File: src/rtl/addsub_rf_ctrl_pkg.sv
// Shared constants for the add/sub register-file controller: widths, opcodes, FSM encoding.
package addsub_rf_ctrl_pkg;

    localparam int unsigned BwGf    = 192;
    localparam int unsigned NReg    = 8;
    localparam int unsigned RegIdxW = 3;

    localparam logic [1:0] OpLoad = 2'd0;
    localparam logic [1:0] OpAdd  = 2'd1;
    localparam logic [1:0] OpSub  = 2'd2;
    localparam logic [1:0] OpRead = 2'd3;

    typedef enum logic [1:0] {
        StIdle,
        StIssue,
        StWait
    } state_e;

endpackage

File: src/rtl/gf_regfile.sv
// Field-element register file: one synchronous write port, two asynchronous read ports,
// synchronous reset to zero.
module gf_regfile
    import addsub_rf_ctrl_pkg::*;
#(
    parameter int unsigned Width = BwGf,
    parameter int unsigned Depth = NReg
) (
    input  logic               clk_i,
    input  logic               rst_i,
    input  logic               we_i,
    input  logic [RegIdxW-1:0] waddr_i,
    input  logic [Width-1:0]   wdata_i,
    input  logic [RegIdxW-1:0] raddr_a_i,
    input  logic [RegIdxW-1:0] raddr_b_i,
    output logic [Width-1:0]   rdata_a_o,
    output logic [Width-1:0]   rdata_b_o
);

    logic [Width-1:0] mem_q [Depth];

    always_ff @(posedge clk_i) begin
        if (rst_i) begin
            for (int i = 0; i < int'(Depth); i++) begin
                mem_q[i] <= '0;
            end
        end else if (we_i) begin
            mem_q[waddr_i] <= wdata_i;
        end
    end

    assign rdata_a_o = mem_q[raddr_a_i];
    assign rdata_b_o = mem_q[raddr_b_i];

endmodule

File: src/rtl/addsub_rf_ctrl.sv
// Sequences LOAD/READ/ADD/SUB commands between a register file and an external
// modular adder, with one operation in flight and a sticky adder-timeout flag.
module addsub_rf_ctrl
    import addsub_rf_ctrl_pkg::*;
#(
    parameter int unsigned BW_GF   = BwGf,
    parameter int unsigned NREG    = NReg,
    parameter int unsigned TIMEOUT = 63
) (
    input  logic               clk,
    input  logic               rst,
    input  logic               cmd_valid,
    output logic               cmd_ready,
    input  logic [1:0]         cmd_op,
    input  logic [RegIdxW-1:0] cmd_dst,
    input  logic [RegIdxW-1:0] cmd_src_a,
    input  logic [RegIdxW-1:0] cmd_src_b,
    input  logic [BW_GF-1:0]   cmd_data,
    output logic               add_en,
    output logic [BW_GF-1:0]   add_a,
    output logic [BW_GF-1:0]   add_b,
    output logic               add_is_sub,
    input  logic [BW_GF-1:0]   add_out,
    input  logic               add_valid,
    output logic [BW_GF-1:0]   rd_data,
    output logic               rd_valid,
    output logic               done,
    output logic               err
);

    localparam int unsigned WdW = (TIMEOUT < 2) ? 1 : $clog2(TIMEOUT + 1);

    state_e               state_q;
    logic [RegIdxW-1:0]   dst_q;
    logic [WdW-1:0]       wdog_q;
    logic [WdW-1:0]       wdog_d;
    logic                 cmd_accept;
    logic                 rf_we;
    logic [RegIdxW-1:0]   rf_waddr;
    logic [BW_GF-1:0]     rf_wdata;
    logic [BW_GF-1:0]     rf_rdata_a;
    logic [BW_GF-1:0]     rf_rdata_b;

    assign cmd_ready  = (state_q == StIdle) && !rst;
    assign cmd_accept = cmd_valid && cmd_ready;
    assign wdog_d     = wdog_q + WdW'(1);

    // LOAD and adder write-back can never coincide: LOAD is only accepted in IDLE.
    always_comb begin
        rf_we    = 1'b0;
        rf_waddr = cmd_dst;
        rf_wdata = cmd_data;
        if (cmd_accept && (cmd_op == OpLoad)) begin
            rf_we = 1'b1;
        end else if ((state_q == StWait) && add_valid) begin
            rf_we    = 1'b1;
            rf_waddr = dst_q;
            rf_wdata = add_out;
        end
    end

    gf_regfile #(
        .Width (BW_GF),
        .Depth (NREG)
    ) u_regfile (
        .clk_i     (clk),
        .rst_i     (rst),
        .we_i      (rf_we),
        .waddr_i   (rf_waddr),
        .wdata_i   (rf_wdata),
        .raddr_a_i (cmd_src_a),
        .raddr_b_i (cmd_src_b),
        .rdata_a_o (rf_rdata_a),
        .rdata_b_o (rf_rdata_b)
    );

    always_ff @(posedge clk) begin
        if (rst) begin
            state_q    <= StIdle;
            dst_q      <= '0;
            wdog_q     <= '0;
            add_en     <= 1'b0;
            add_a      <= '0;
            add_b      <= '0;
            add_is_sub <= 1'b0;
            rd_data    <= '0;
            rd_valid   <= 1'b0;
            done       <= 1'b0;
            err        <= 1'b0;
        end else begin
            add_en   <= 1'b0;
            rd_valid <= 1'b0;
            done     <= 1'b0;
            unique case (state_q)
                StIdle: begin
                    if (cmd_accept) begin
                        unique case (cmd_op)
                            OpLoad: ;
                            OpRead: begin
                                rd_data  <= rf_rdata_a;
                                rd_valid <= 1'b1;
                            end
                            OpAdd, OpSub: begin
                                add_a      <= rf_rdata_a;
                                add_b      <= rf_rdata_b;
                                add_is_sub <= (cmd_op == OpSub);
                                dst_q      <= cmd_dst;
                                add_en     <= 1'b1;
                                state_q    <= StIssue;
                            end
                        endcase
                    end
                end
                StIssue: begin
                    wdog_q  <= '0;
                    state_q <= StWait;
                end
                StWait: begin
                    if (add_valid) begin
                        done    <= 1'b1;
                        state_q <= StIdle;
                    end else if (wdog_d == WdW'(TIMEOUT)) begin
                        err     <= 1'b1;
                        state_q <= StIdle;
                    end else begin
                        wdog_q <= wdog_d;
                    end
                end
                default: state_q <= StIdle;
            endcase
        end
    end

endmodule

File: config.mk
export PLATFORM = sky130hd
export DESIGN_NAME = addsub_rf_ctrl
export DESIGN_NICKNAME = d
export VERILOG_FILES = /design/src/rtl/addsub_rf_ctrl_pkg.sv /design/src/rtl/gf_regfile.sv /design/src/rtl/addsub_rf_ctrl.sv
export SDC_FILE = /design/constraint.sdc
export NUM_CORES = 2
export LEC_CHECK = 0
export ABC_CLOCK_PERIOD_IN_PS = 18900
export CAP_MARGIN = 0
export CORE_MARGIN = 2
export CORE_UTILIZATION = 34
export DETAILED_ROUTE_END_ITERATION = 8
export GPL_TIMING_DRIVEN = 0
export PLACE_DENSITY = 0.52
export SLEW_MARGIN = 20
export SYNTH_ARGS = -nofsm -noshare
export SYNTH_HDL_FRONTEND = slang
export SYNTH_SLANG_ARGS = --single-unit
File: constraint.sdc
create_clock -name clk -period 18.9 [get_ports clk]
set_clock_uncertainty 0.05 [all_clocks]
set_input_delay 3.78 -clock clk [delete_from_list [all_inputs] [get_ports clk]]
set_output_delay 3.78 -clock clk [all_outputs]
set_load 0.05 [all_outputs]
==> results.txt <==
The run finished with clean final reports. The number of buffers created by CTS was 240. The filler-free cell count of the finished design was 12500. Summing all multi-input logic gate instances after layout gives 36800 µm². In the layout the commonest cells are 2503 x sky130_fd_sc_hd__nor2_1, 1536 x sky130_fd_sc_hd__edfxtp_1, 973 x sky130_fd_sc_hd__clkdlybuf4s50_1.

The number of standard cells after synthesis was 7233. The average wire per standard cell was 32.0 µm; the share of power burned in the clock network was 41.3%. The tools report the post-synthesis net count as 7637. The net switching power figure was 3.16 mW; the total of fill cells in the finished design was 26200. The hold path startpoint was dst_q[1]$_SDFFE_PP0P_. The fmax is 0.110 GHz. The remaining design rule violation count was 0. The overall fraction of global-route tracks in use is 26.9%, and the post-synthesis async set-or-reset flop share is 0%. In this run the power density over the cells is 96.7 nW/µm². The top-level I/O count came out at 981. The count of buffering cells on the critical path with inverters included was 2.

Hold repair after CTS inserted 0 buffers. Walking the worst path, the cells encountered are clkbuf_1, nor3_1, clkdlybuf4s50_1. For this run, the slowest stage of the critical path takes 970 ps. In this run, synthesis inferred 1536 flip-flops with an integrated enable. Adding up every negative setup slack in the final design gives 0 ps.

The maximum fanout along the worst path came out at 6. Clock transition at the registers of the reported paths: 60 ps. Beginning of the worst register-to-register path: state_q[0]$_SDFFE_PP0P_. The count of nets left with antenna violations after detail routing was 0.

Setup repair after global routing left no endpoint under its margin. The overall overflow remaining after global route is 0, and the worst-case register-to-register setup slack is 14350 ps. In this run switching power makes up 26.8% of total power. The worst hold path was traced through 2 stages.

Yosys printed 0 warnings. The first detailed-routing pass took 6 iterations. The width of the die works out to 538 µm. The most used flip-flop cell after synthesis is sky130_fd_sc_hd__edfxtp_1.

The share of the synthesized netlist area taken by xor and xnor gates works out to 0.0180%. The logs give 16.1% for the remaining max-slew budget at the tightest pin and 8925 for the layout net count. The library cell used most frequently in the layout, excluding fill and tap cells, is sky130_fd_sc_hd__nor2_1. The floorplan step defined a die boundary enclosing 290000 µm². The worst setup path is launched from an input pin. The design draws 11.8 mW. The die is 538 µm tall. The worst hold path terminates at dst_q[1]$_SDFFE_PP0P_. Area added between synthesis and finish: 25.4%.

For the number of core rows, the log shows 196. The number of I/O port buffers was 973; the signal arrival time at the worst endpoint was 5260 ps. The clock latency reported for the late side of the worst-skew pair is 950 ps. The internal power was 8.61 mW; the leakage power of the design was 44.0 nW. Slowest cell on the critical path: sky130_fd_sc_hd__clkdlybuf4s50_1. The starting density of the core was 34.1%; the synthesized flop and latch total was 2128.

After Yosys synthesis, full adders, half adders and majority gates account for 0.0644% of the synthesized area. For this design, the sink count on the clock tree is 2128. By area, the combinational part of the netlist is dominated by multiplexers.

The worst setup path is of the input pin to output pin kind. The cell count after placement came out at 12000. For the final core utilization, the log shows 42.8%.

Summed over all nets, the half-perimeter wirelength after detailed placement is 282000 µm. For this run, the register share of the synthesized area comes to 59.7%. The run gives 58000 µm² as the area occupied by registers. The root buffer selected by CTS was sky130_fd_sc_hd__clkbuf_16. The tool flagged a number of max-cap violations equal to 0.

The share of the cycle needed by the critical path after routing was 48.1%; the total wirelength of the detailed-routed design was 400000 µm. The first routing iteration left 7449 violations. Proportion of layout cells with a drive suffix above 1: 20.6%. Summing all non-filler instances in the final layout gives an area of 122000 µm². The routed design could run at a clock period as short as 9090 ps. TritonCTS built the clock tree. The run gives 0 as the hold violation total from the final report. The synthesized netlist occupies a cell area of 97100 µm². The H-tree depth reported by CTS came out at 4. In this run, distinct cell masters in the synthesized netlist total 33. Timing analysis after detailed placement gives a worst setup slack of 9810 ps. The synthesized netlist devotes 1.58% of its cell area to compound gates. The via count of the first global-routing pass is 70600. For the area of the core, the log shows 285000 µm². Buffers added to address setup during post-CTS repair amount to 0. Global-route wire length before repair: 549000 µm. The maximum number of pins on one net before global-route repair was 37. At the end of routability-driven placement, the weighted congestion stood at 0.845.

Setup violations remaining at the end of the flow were counted as 0. The initial antenna violation count is 33, and the post-synthesis area per instance is 13.4 µm². After detailed placement, the total cell area comes to 114000 µm².

The portion of synthesized area spent on multiplexers is 24.0%. Once the clock tree was built, the resizer swapped 0 gates to a different size. The worst hold slack after final layout is 404 ps, and the data required time of the worst path is 15070 ps.

IR analysis of the VDD net gives a maximum drop of 0.0843 mV. At the pin with the least slew margin, the transition time is 1260 ps. The destination of the worst register-to-register timing path is u_regfile.mem_q[0][126]$_SDFFCE_PN0P_. For the combinational share of power, the log shows 13.6%.

The area fraction in and, or, nand and nor cells after synthesis was 11.9%. Type of element capturing the critical path: an output pin. The worst register-to-register path has a depth of 10.

The cell family contributing the most delay on the critical path is buffers and inverters. The run gives 0 as the final count of pins violating max slew. The path category of the worst min-delay check is register to register. After layout, the worst setup slack is 9810 ps. Sequential cells account for 45.1% of the total power. The clock passes through at most 4 buffers.

Ratio of routed vias to standard cells: 5.59. The routed layout has 69900 vias.
==> synthesized netlist by cell type (2+ instances only) <==
library cell               number  area share (%)
sky130_fd_sc_hd__a211oi_1     193             1.5
sky130_fd_sc_hd__a21oi_1        7           0.036
sky130_fd_sc_hd__and3_1         2           0.013
sky130_fd_sc_hd__buf_1         31            0.12
sky130_fd_sc_hd__buf_2        282             1.5
sky130_fd_sc_hd__clkbuf_1     285             1.1
sky130_fd_sc_hd__clkinv_1       2          0.0077
sky130_fd_sc_hd__dfxtp_1      592              12
sky130_fd_sc_hd__edfxtp_1    1536              47
sky130_fd_sc_hd__ha_1           5           0.064
sky130_fd_sc_hd__inv_1          7           0.027
sky130_fd_sc_hd__mux2_2       194             2.2
sky130_fd_sc_hd__mux2i_1      387             4.0
sky130_fd_sc_hd__mux4_2       768              18
sky130_fd_sc_hd__nand2_1       25           0.097
sky130_fd_sc_hd__nand2b_1       3           0.019
sky130_fd_sc_hd__nand3_1        7           0.036
sky130_fd_sc_hd__nand3b_1       2           0.015
sky130_fd_sc_hd__nand4_1        3           0.019
sky130_fd_sc_hd__nor2_1      2503             9.7
sky130_fd_sc_hd__nor2b_1        3           0.019
sky130_fd_sc_hd__nor3_1       385             2.0
==> logic make-up (layout without fill, tap and decap cells) <==
kind of cell / count (synthesis) / after routing
AOI/OAI and AO/OA: 207 / 207
xor gates and xnor gates: 2 / 2
adders and majority gates: 5 / 5
buffers and inverters: 607 / 2097
DFF: 2128 / 2128
muxes: 1349 / 1349
other: 0 / 17
and+or+nand+nor: 2935 / 2935
==> sequential cells by signal (all words and copies together) (netlist names) <==
register / flops
add_is_sub: 1
wdog_q: 6
rd_valid: 1
add_a: 192
dst_q: 3
add_b: 192
err: 1
rd_data: 192
done: 1
u_regfile.mem_q: 1536
state_q: 2
add_en: 1
==> routing by layer <==
| layer | GRT usage [%] | share of wire [%] |
|---|---|---|
| met3 | 5.20 | 8.5 |
| met4 | 12.2 | 4.8 |
| met5 | 0 | 0.017 |
| met1 | 34.4 | 39 |
| met2 | 44.1 | 47 |
==> tightest hold or removal path: stages (launching register included) <==
cell                      delay [ps]
sky130_fd_sc_hd__dfxtp_1         310
sky130_fd_sc_hd__nand2_1          50
sky130_fd_sc_hd__a21oi_1          50
==> power by group through the flow <==
| stage | Sequential, mW | Combinational, mW | Clock, mW |
|---|---|---|---|
| after floorplan | 5.62 | 0.670 | 0 |
| after global placement | 5.48 | 1.54 | 0 |
| after detailed placement | 5.40 | 1.60 | 0 |
| after CTS | 5.31 | 1.60 | 4.91 |
| after global routing | 5.32 | 1.66 | 5.08 |
| final | 5.31 | 1.60 | 4.86 |
==> worst max path at each step <==
stage                         start                                    to  slack [ps]  cells after the start
after floorplan           cmd_op[0]   u_regfile.mem_q[1][0]$_SDFFCE_PN0P_        9210                      9
after global placement    add_valid  u_regfile.mem_q[0][82]$_SDFFCE_PN0P_         800                      9
after detailed placement        rst                             cmd_ready        9810                      3
after CTS                       rst                             cmd_ready        9810                      3
after global routing            rst                             cmd_ready        9780                      3
final                           rst                             cmd_ready        9810                      3
==> layout make-up <==
| class | count | area share, % |
|---|---|---|
| Timing Repair Buffer | 1046 | 9.44 |
| Clock inverter | 115 | 1.07 |
| Inverter | 9 | 0.0277 |
| Buffer | 598 | 2.18 |
| Multi-Input combinational cell | 4498 | 30.2 |
| Antenna cell | 17 | 0.0349 |
| Clock buffer | 329 | 5.59 |
| Sequential cell | 2128 | 47.6 |
| Tap cell | 3762 | 3.87 |
(Power assumes the default switching activity.)
